--- src/rtl/id_ex_stage.sv ---
// ID/EX pipeline register with load-use hazard detection and a saturating bubble counter.
// A bubble is inserted on a flush or a load-use hazard; stall only reports hazards that were not flushed.
module id_ex_stage #(
  parameter int unsigned DATA_W = 32,
  parameter int unsigned CNT_W  = 16
) (
  input  logic              clk,
  input  logic              arst_n,
  input  logic              enable,
  input  logic              id_flush,
  input  logic [1:0]        id_alu_op,
  input  logic              id_reg_dst,
  input  logic              id_branch,
  input  logic              id_mem_read,
  input  logic              id_mem_2_reg,
  input  logic              id_mem_write,
  input  logic              id_alu_src,
  input  logic              id_reg_write,
  input  logic              id_jump,
  input  logic [DATA_W-1:0] id_pc_plus4,
  input  logic [DATA_W-1:0] id_rs_data,
  input  logic [DATA_W-1:0] id_rt_data,
  input  logic [DATA_W-1:0] id_imm_ext,
  input  logic [4:0]        id_rs_addr,
  input  logic [4:0]        id_rt_addr,
  input  logic [4:0]        id_rd_addr,
  input  logic [5:0]        id_funct,
  output logic [1:0]        ex_alu_op,
  output logic              ex_reg_dst,
  output logic              ex_branch,
  output logic              ex_mem_read,
  output logic              ex_mem_2_reg,
  output logic              ex_mem_write,
  output logic              ex_alu_src,
  output logic              ex_reg_write,
  output logic              ex_jump,
  output logic [DATA_W-1:0] ex_pc_plus4,
  output logic [DATA_W-1:0] ex_rs_data,
  output logic [DATA_W-1:0] ex_rt_data,
  output logic [DATA_W-1:0] ex_imm_ext,
  output logic [4:0]        ex_rs_addr,
  output logic [4:0]        ex_rt_addr,
  output logic [4:0]        ex_rd_addr,
  output logic [5:0]        ex_funct,
  output logic              stall,
  output logic [CNT_W-1:0]  bubble_count
);

  logic hz;
  logic bubble;

  // $0 is hardwired to zero, so a load into it can never create a dependency
  assign hz = ex_mem_read && (ex_rt_addr != 5'd0) &&
              ((ex_rt_addr == id_rs_addr) || (ex_rt_addr == id_rt_addr));
  // A flushed instruction is discarded anyway, so holding PC for it would be wasted
  assign stall  = hz && !id_flush;
  assign bubble = hz || id_flush;

  always_ff @(posedge clk or negedge arst_n) begin
    if (!arst_n) begin
      ex_alu_op    <= 2'd0;
      ex_reg_dst   <= 1'b0;
      ex_branch    <= 1'b0;
      ex_mem_read  <= 1'b0;
      ex_mem_2_reg <= 1'b0;
      ex_mem_write <= 1'b0;
      ex_alu_src   <= 1'b0;
      ex_reg_write <= 1'b0;
      ex_jump      <= 1'b0;
      ex_pc_plus4  <= '0;
      ex_rs_data   <= '0;
      ex_rt_data   <= '0;
      ex_imm_ext   <= '0;
      ex_rs_addr   <= 5'd0;
      ex_rt_addr   <= 5'd0;
      ex_rd_addr   <= 5'd0;
      ex_funct     <= 6'd0;
    end else if (enable) begin
      if (bubble) begin
        ex_alu_op    <= 2'd0;
        ex_reg_dst   <= 1'b0;
        ex_branch    <= 1'b0;
        ex_mem_read  <= 1'b0;
        ex_mem_2_reg <= 1'b0;
        ex_mem_write <= 1'b0;
        ex_alu_src   <= 1'b0;
        ex_reg_write <= 1'b0;
        ex_jump      <= 1'b0;
        ex_pc_plus4  <= '0;
        ex_rs_data   <= '0;
        ex_rt_data   <= '0;
        ex_imm_ext   <= '0;
        ex_rs_addr   <= 5'd0;
        ex_rt_addr   <= 5'd0;
        ex_rd_addr   <= 5'd0;
        ex_funct     <= 6'd0;
      end else begin
        ex_alu_op    <= id_alu_op;
        ex_reg_dst   <= id_reg_dst;
        ex_branch    <= id_branch;
        ex_mem_read  <= id_mem_read;
        ex_mem_2_reg <= id_mem_2_reg;
        ex_mem_write <= id_mem_write;
        ex_alu_src   <= id_alu_src;
        ex_reg_write <= id_reg_write;
        ex_jump      <= id_jump;
        ex_pc_plus4  <= id_pc_plus4;
        ex_rs_data   <= id_rs_data;
        ex_rt_data   <= id_rt_data;
        ex_imm_ext   <= id_imm_ext;
        ex_rs_addr   <= id_rs_addr;
        ex_rt_addr   <= id_rt_addr;
        ex_rd_addr   <= id_rd_addr;
        ex_funct     <= id_funct;
      end
    end
  end

  always_ff @(posedge clk or negedge arst_n) begin
    if (!arst_n) begin
      bubble_count <= '0;
    end else if (enable && bubble && (bubble_count != {CNT_W{1'b1}})) begin
      bubble_count <= bubble_count + CNT_W'(1);
    end
  end

endmodule
--- config.mk ---
export PLATFORM = sky130hd
export DESIGN_NAME = id_ex_stage
export DESIGN_NICKNAME = d
export VERILOG_FILES = /design/src/rtl/id_ex_stage.sv
export SDC_FILE = /design/constraint.sdc
export NUM_CORES = 1
export LEC_CHECK = 0
export CORE_AREA = 2 2 130 132
export DETAILED_ROUTE_END_ITERATION = 8
export DIE_AREA = 0 0 132 134
export GPL_TIMING_DRIVEN = 0
export PLACE_DENSITY = 0.78
export SLEW_MARGIN = 30
export SYNTH_ARGS = -nofsm -noshare
export SYNTH_HDL_FRONTEND = slang
export SYNTH_SLANG_ARGS = --single-unit
--- constraint.sdc ---
create_clock -name clk -period 4.8 [get_ports clk]
set_input_delay 0.48 -clock clk [delete_from_list [all_inputs] [get_ports clk]]
set_output_delay 0.48 -clock clk [all_outputs]
set_load 0.01 [all_outputs]
# Yosys cells after proc, flatten, opt, wreduce, memory -nomap -nowiden
# Cells that the tools add are included.
# classes
n_addsub	1
eq_ne	3
mux	17
reduce_logical	9
# ops
op	n
32-bit two-way mux	4
16-bit by 1-bit adder with 16-bit output, second input constant	1
16-bit != test, second input constant	1
5-bit two-way mux	3
5-bit equality test	2
1-bit two-way mux	8
6-bit two-way mux	1
1-bit logical AND	5
5-bit nonzero test	1
1-bit logical OR	2
2-bit two-way mux	1
1-bit logical NOT	1
# word_totals
ff_bits	175
in_bits	163
out_inout_bits	176

# Depth between registers and ports, before layout
# depth
ltp_word	6
mapped_depth	9
depth_no_buf	7

# Least setup slack after synthesis
# Ideal clock, no wire load.
# synth_path
path_type	flip-flop to flip-flop
from	reg ex_rt_addr[1]
to	reg bubble_count[1]
setup_time_ps	125
arrival_time_ps	1905
required_ps	4675
slack_ps	2770
path_stages_with_launch	7
path_cell_list	dfrtp_1 or4_1 o21ai_1 a32oi_1 nand3_1 buf_2 mux2_2
# synth_between
elab_chain_cells	6
word_cells_on_any_way	9
# synth_rtl
item	line	rtl
start, declared	42	output logic [4:0] ex_rt_addr,
start signal, assigned	112	ex_rt_addr <= id_rt_addr;
5-bit equality test / 5-bit nonzero test (equally long branches)	54, 53	
1-bit logical OR / 1-bit logical AND (equally long branches)	54, 53	
1-bit logical AND *	53	assign hz = ex_mem_read && (ex_rt_addr != 5'd0) &&
1-bit logical OR *	57	assign bubble = hz || id_flush;
1-bit logical AND * (2 in a row)	122	end else if (enable && bubble && (bubble_count != {CNT_W{1'b1}})) begin
end signal, assigned	123	bubble_count <= bubble_count + CNT_W'(1);
end, declared	46	output logic [CNT_W-1:0] bubble_count
# Every way passes the cells marked *; elsewhere a longest branch is shown, timed or not.
# A chain may end at the register's enable or synchronous reset.

# Worst setup path after layout
# layout_path
from	reg ex_rt_addr[1]
to	out stall
# layout_between
elab_chain_cells	4
word_cells_on_any_way	7
# layout_rtl
item	line	rtl
5-bit equality test / 5-bit nonzero test (equally long branches)	54, 53	
1-bit logical OR / 1-bit logical AND (equally long branches)	54, 53	
1-bit logical AND *	53	
1-bit logical AND *	56	assign stall = hz && !id_flush;
end, declared	45	output logic stall,
# Marked as above.

==> impl_metrics.xml <==
<?xml version="1.0" encoding="UTF-8"?>
<metrics>
  <group name="outcome">
    <metric name="status" unit="">complete, no violations</metric>
  </group>
  <group name="finish">
    <metric name="final_area" unit="sq mm">0.0108</metric>
    <metric name="fill_cells" unit="">1214</metric>
    <metric name="diodes" unit="">0</metric>
    <metric name="post_route_cells_drive_above_1_share" unit="%">6.36</metric>
    <metric name="area_growth_syn_to_layout" unit="%">65.8</metric>
    <metric name="final_core_utilization" unit="%">66.2</metric>
    <metric name="nNetsFinal" unit="">968</metric>
  </group>
  <group name="critical_path">
    <metric name="timing.critical_path.required" unit="ns">4.32</metric>
    <metric name="timing.critical_path.arrival" unit="ns">2.28</metric>
    <metric name="worst-r2r-setup-slack" unit="ns">2.54</metric>
    <metric name="timing.rr.start" unit="">ex_rt_addr[1]</metric>
    <metric name="critPathMaxFanout" unit="">5</metric>
    <metric name="crit_path_cell_trace" unit="">or4_1 &gt; o21ai_1 &gt; nand2b_1 &gt; nor2_1 &gt; clkdlybuf4s50_1</metric>
    <metric name="timing.rr.end" unit="">ex_imm_ext[2]</metric>
    <metric name="slowest_delay" unit="ns">0.57</metric>
    <metric name="crit_path_top_delay_cell" unit="">sky130_fd_sc_hd__or4_1</metric>
    <metric name="r2r_cells" unit="">8</metric>
    <metric name="critical_path.startpoint_type" unit="">flop</metric>
    <metric name="setup.worst_path.end_class" unit="">output pin</metric>
    <metric name="timing.setup.critical_path_class" unit="">flop to output pin</metric>
  </group>
  <group name="clock_network">
    <metric name="cts_tree" unit="">done</metric>
    <metric name="clock_latency" unit="ns">0.42</metric>
    <metric name="postCtsHoldBufs" unit="">0</metric>
    <metric name="clkSlewWorstSetupHoldPaths" unit="ns">0.07</metric>
    <metric name="htreeDepth" unit="">4</metric>
    <metric name="post_cts.resized_instances" unit="">0</metric>
    <metric name="cts_inserted_buffers" unit="">17</metric>
    <metric name="cts_setup_buffers" unit="">0</metric>
    <metric name="cts-root-buf" unit="">sky130_fd_sc_hd__clkbuf_16</metric>
    <metric name="clockBufferDepth" unit="">2</metric>
    <metric name="clock_sink_total" unit="">175</metric>
  </group>
  <group name="die">
    <metric name="floorplan.initialDensity" unit="%">39.9</metric>
    <metric name="die_x" unit="um">132</metric>
    <metric name="floorplan.die.height" unit="um">134</metric>
    <metric name="num_rows" unit="">47</metric>
    <metric name="die_area" unit="sq mm">0.0177</metric>
    <metric name="coreArea" unit="sq mm">0.0163</metric>
    <metric name="design.portCount" unit="">339</metric>
  </group>
  <group name="synthesis">
    <metric name="synth_enable_flop_cells" unit="">0</metric>
    <metric name="syn_inst" unit="">446</metric>
    <metric name="syn_nets" unit="">610</metric>
    <metric name="post_synth_num_cell_types" unit="">28</metric>
    <metric name="post-synth-top-count-cell" unit="">sky130_fd_sc_hd__dfrtp_1</metric>
    <metric name="synth_area" unit="sq mm">0.00651</metric>
    <metric name="yosysWarningCount" unit="">0</metric>
    <metric name="dominantRegCellSynth" unit="">sky130_fd_sc_hd__dfrtp_1</metric>
    <metric name="yosysSeqAreaShare" unit="%">67.3</metric>
    <metric name="yosys-top-cells-area" unit="">sky130_fd_sc_hd__dfrtp_1 (67%), sky130_fd_sc_hd__a22o_1 (21%), sky130_fd_sc_hd__buf_6 (2.1%)</metric>
    <metric name="synthTopCellsByCount" unit="">sky130_fd_sc_hd__dfrtp_1 (175), sky130_fd_sc_hd__a22o_1 (159), sky130_fd_sc_hd__clkbuf_1 (17), sky130_fd_sc_hd__xor2_1 (13)</metric>
    <metric name="netlist.top_cell.by_area" unit="">sky130_fd_sc_hd__dfrtp_1</metric>
    <metric name="yosysTopAreaCellShare" unit="%">67.3</metric>
    <metric name="postSynthAreaPerCell" unit="sq um">14.6</metric>
    <metric name="synthArstFlopShare" unit="%">100</metric>
    <metric name="yosys_register_bits" unit="">175</metric>
  </group>
  <group name="route">
    <metric name="drt_pre_antenna_iters" unit="">5</metric>
    <metric name="drc_errors" unit="">0</metric>
    <metric name="num_vias" unit="">5394</metric>
    <metric name="viasPerCell" unit="">5.20</metric>
    <metric name="dr.first_iter.drc_count" unit="">235</metric>
    <metric name="average_wire_per_cell_in_the_routed_design" unit="um">20.1</metric>
    <metric name="antenna_violating_nets_post_route" unit="">0</metric>
    <metric name="detail_route.wirelength" unit="um">20900</metric>
  </group>
  <group name="power_and_ir_drop">
    <metric name="power.density_cell_area" unit="mW/mm^2">360</metric>
    <metric name="finalPower" unit="mW">3.89</metric>
    <metric name="max-vdd-ir-drop" unit="mV">0.231</metric>
    <metric name="leakagePower" unit="nW">4.75</metric>
  </group>
  <group name="grt">
    <metric name="globalRoute.totalOverflow" unit="">0</metric>
    <metric name="grt_max_degree" unit="">89</metric>
    <metric name="via_count_of_the_first_global_routing_pass" unit="">5725</metric>
    <metric name="first_pass_grt_wire_length" unit="um">32200</metric>
    <metric name="antenna_found_initial" unit="">0</metric>
    <metric name="grt.total_usage" unit="%">23.4</metric>
  </group>
  <group name="sta">
    <metric name="final-setup-viol-count" unit="">0</metric>
    <metric name="worst_clock_skew" unit="ns">0.00906</metric>
    <metric name="hold_ws" unit="ns">0.0572</metric>
    <metric name="fmax" unit="GHz">0.362</metric>
    <metric name="final-hold-violation-count" unit="">0</metric>
    <metric name="layout_worst_path_cycle_share" unit="%">57.5</metric>
    <metric name="worst_slew_margin_rel" unit="%">54.5</metric>
    <metric name="worstMarginPinSlew" unit="ns">0.683</metric>
    <metric name="clock_period_minus_final_worst_setup_slack" unit="ns">2.76</metric>
    <metric name="setup-tns-final" unit="ns">0</metric>
    <metric name="max_slew_violations" unit="">0</metric>
    <metric name="setup_repair_after_global_routing_missed_its_margin" unit="">false</metric>
  </group>
  <group name="min_path">
    <metric name="worst_min_delay_path_class" unit="">input port to async pin</metric>
  </group>
  <group name="placement">
    <metric name="gpl.final_weighted_congestion" unit="">0.815</metric>
    <metric name="post-dp-hpwl" unit="um">15600</metric>
    <metric name="io_buffer_count" unit="">338</metric>
    <metric name="placedInstanceArea" unit="sq mm">0.0102</metric>
  </group>
  <group name="flow_run">
    <metric name="drv_cap" unit="">0</metric>
  </group>
</metrics>
==> metal layers <==
metal  track usage, %  vias up  share of wire, %
li1                 -     2411                 -
met1             27.3     2659                39
met2             41.1      278                51
met3             6.46       46               7.2
met4             9.30        0               2.9
met5                0        -                 0
==> worst max-delay path by stage <==
stage / end / slack (ns) / from
final: stall / 2.04 / ex_rt_addr[1]
after global routing: stall / 1.95 / ex_rt_addr[1]
after CTS: stall / 1.99 / ex_rt_addr[1]
after detailed placement: stall / 2.08 / id_rs_addr[0]
after global placement: ex_rs_data[10] / -3.52 / arst_n
after floorplan: bubble_count[1] / 2.77 / ex_rt_addr[1]
==> per-stage QoR <==
| step | instances | setup slack (ns) |
|---|---|---|
| 2_1_floorplan | 446 | 2.77 |
| 3_3_place_gp | 1004 | -3.52 |
| 3_5_place_dp | 1005 | 2.08 |
| 4_1_cts | 1037 | 1.99 |
| 5_1_grt | 1037 | 1.95 |
| 6_report | 1037 | 2.04 |
==> where the power goes <==
part / switching, mW / internal, mW / total, mW / leakage [nW]
Clock: 0.611 / 0.784 / 1.39 / 0.280
Combinational: 0.298 / 0.472 / 0.770 / 2.19
Sequential: 0.112 / 1.61 / 1.72 / 2.27
Total: 1.02 / 2.86 / 3.89 / 4.75
==> area by class of cell <==
| cell class | count | area [sq um] | share of cell area (%) |
|---|---|---|---|
| flip-flops and latches | 175 | 4380 | 40.6 |
| repair buffers | 339 | 3420 | 31.7 |
| multi-input cells | 233 | 1870 | 17.4 |
| clock buffers | 20 | 437 | 4.05 |
| well taps | 220 | 275 | 2.55 |
| plain buffers | 36 | 246 | 2.29 |
| clock inverters | 12 | 150 | 1.39 |
| inverters | 2 | 7.51 | 0.0696 |
==> kinds of logic after synthesis <==
family / count (synthesis) / share of synthesized area (%)
simple gates: 43 / 3.21
xor+xnor: 25 / 3.37
fa+ha+maj: 1 / 0.192
mux: 1 / 0.173
flops: 175 / 67.3
compound gates: 163 / 21.8
buf+inv: 38 / 3.90
==> critical path, delay by kind of cell (launching register included) <==
kind / cells / cell delay [ns]
compound gates: 1 / 0.17
buf+inv: 1 / 0.47
flops: 1 / 0.45
simple gates: 3 / 0.78
==> placed cells by master, fill, tap and decap left out, types with 2 or more instances in the layout <==
cell type / netlist / layout
sky130_fd_sc_hd__a22o_1: 159 / 159
sky130_fd_sc_hd__nand4_1: 6 / 6
sky130_fd_sc_hd__xnor2_1: 12 / 12
sky130_fd_sc_hd__inv_6: 0 / 4
sky130_fd_sc_hd__buf_6: 12 / 12
sky130_fd_sc_hd__buf_2: 5 / 5
sky130_fd_sc_hd__nor2_1: 11 / 11
sky130_fd_sc_hd__dfrtp_1: 175 / 175
sky130_fd_sc_hd__nand2_1: 7 / 7
sky130_fd_sc_hd__nand3_1: 8 / 8
sky130_fd_sc_hd__xor2_1: 13 / 13
sky130_fd_sc_hd__buf_8: 1 / 2
sky130_fd_sc_hd__clkbuf_1: 17 / 20
sky130_fd_sc_hd__clkbuf_16: 0 / 17
sky130_fd_sc_hd__clkinv_4: 0 / 2
sky130_fd_sc_hd__bufinv_16: 0 / 2
sky130_fd_sc_hd__inv_8: 0 / 2
sky130_fd_sc_hd__clkdlybuf4s50_1: 0 / 337
sky130_fd_sc_hd__nor3_1: 5 / 5
sky130_fd_sc_hd__clkinvlp_4: 0 / 2
Note: power is estimated with default switching activity, not from simulation.
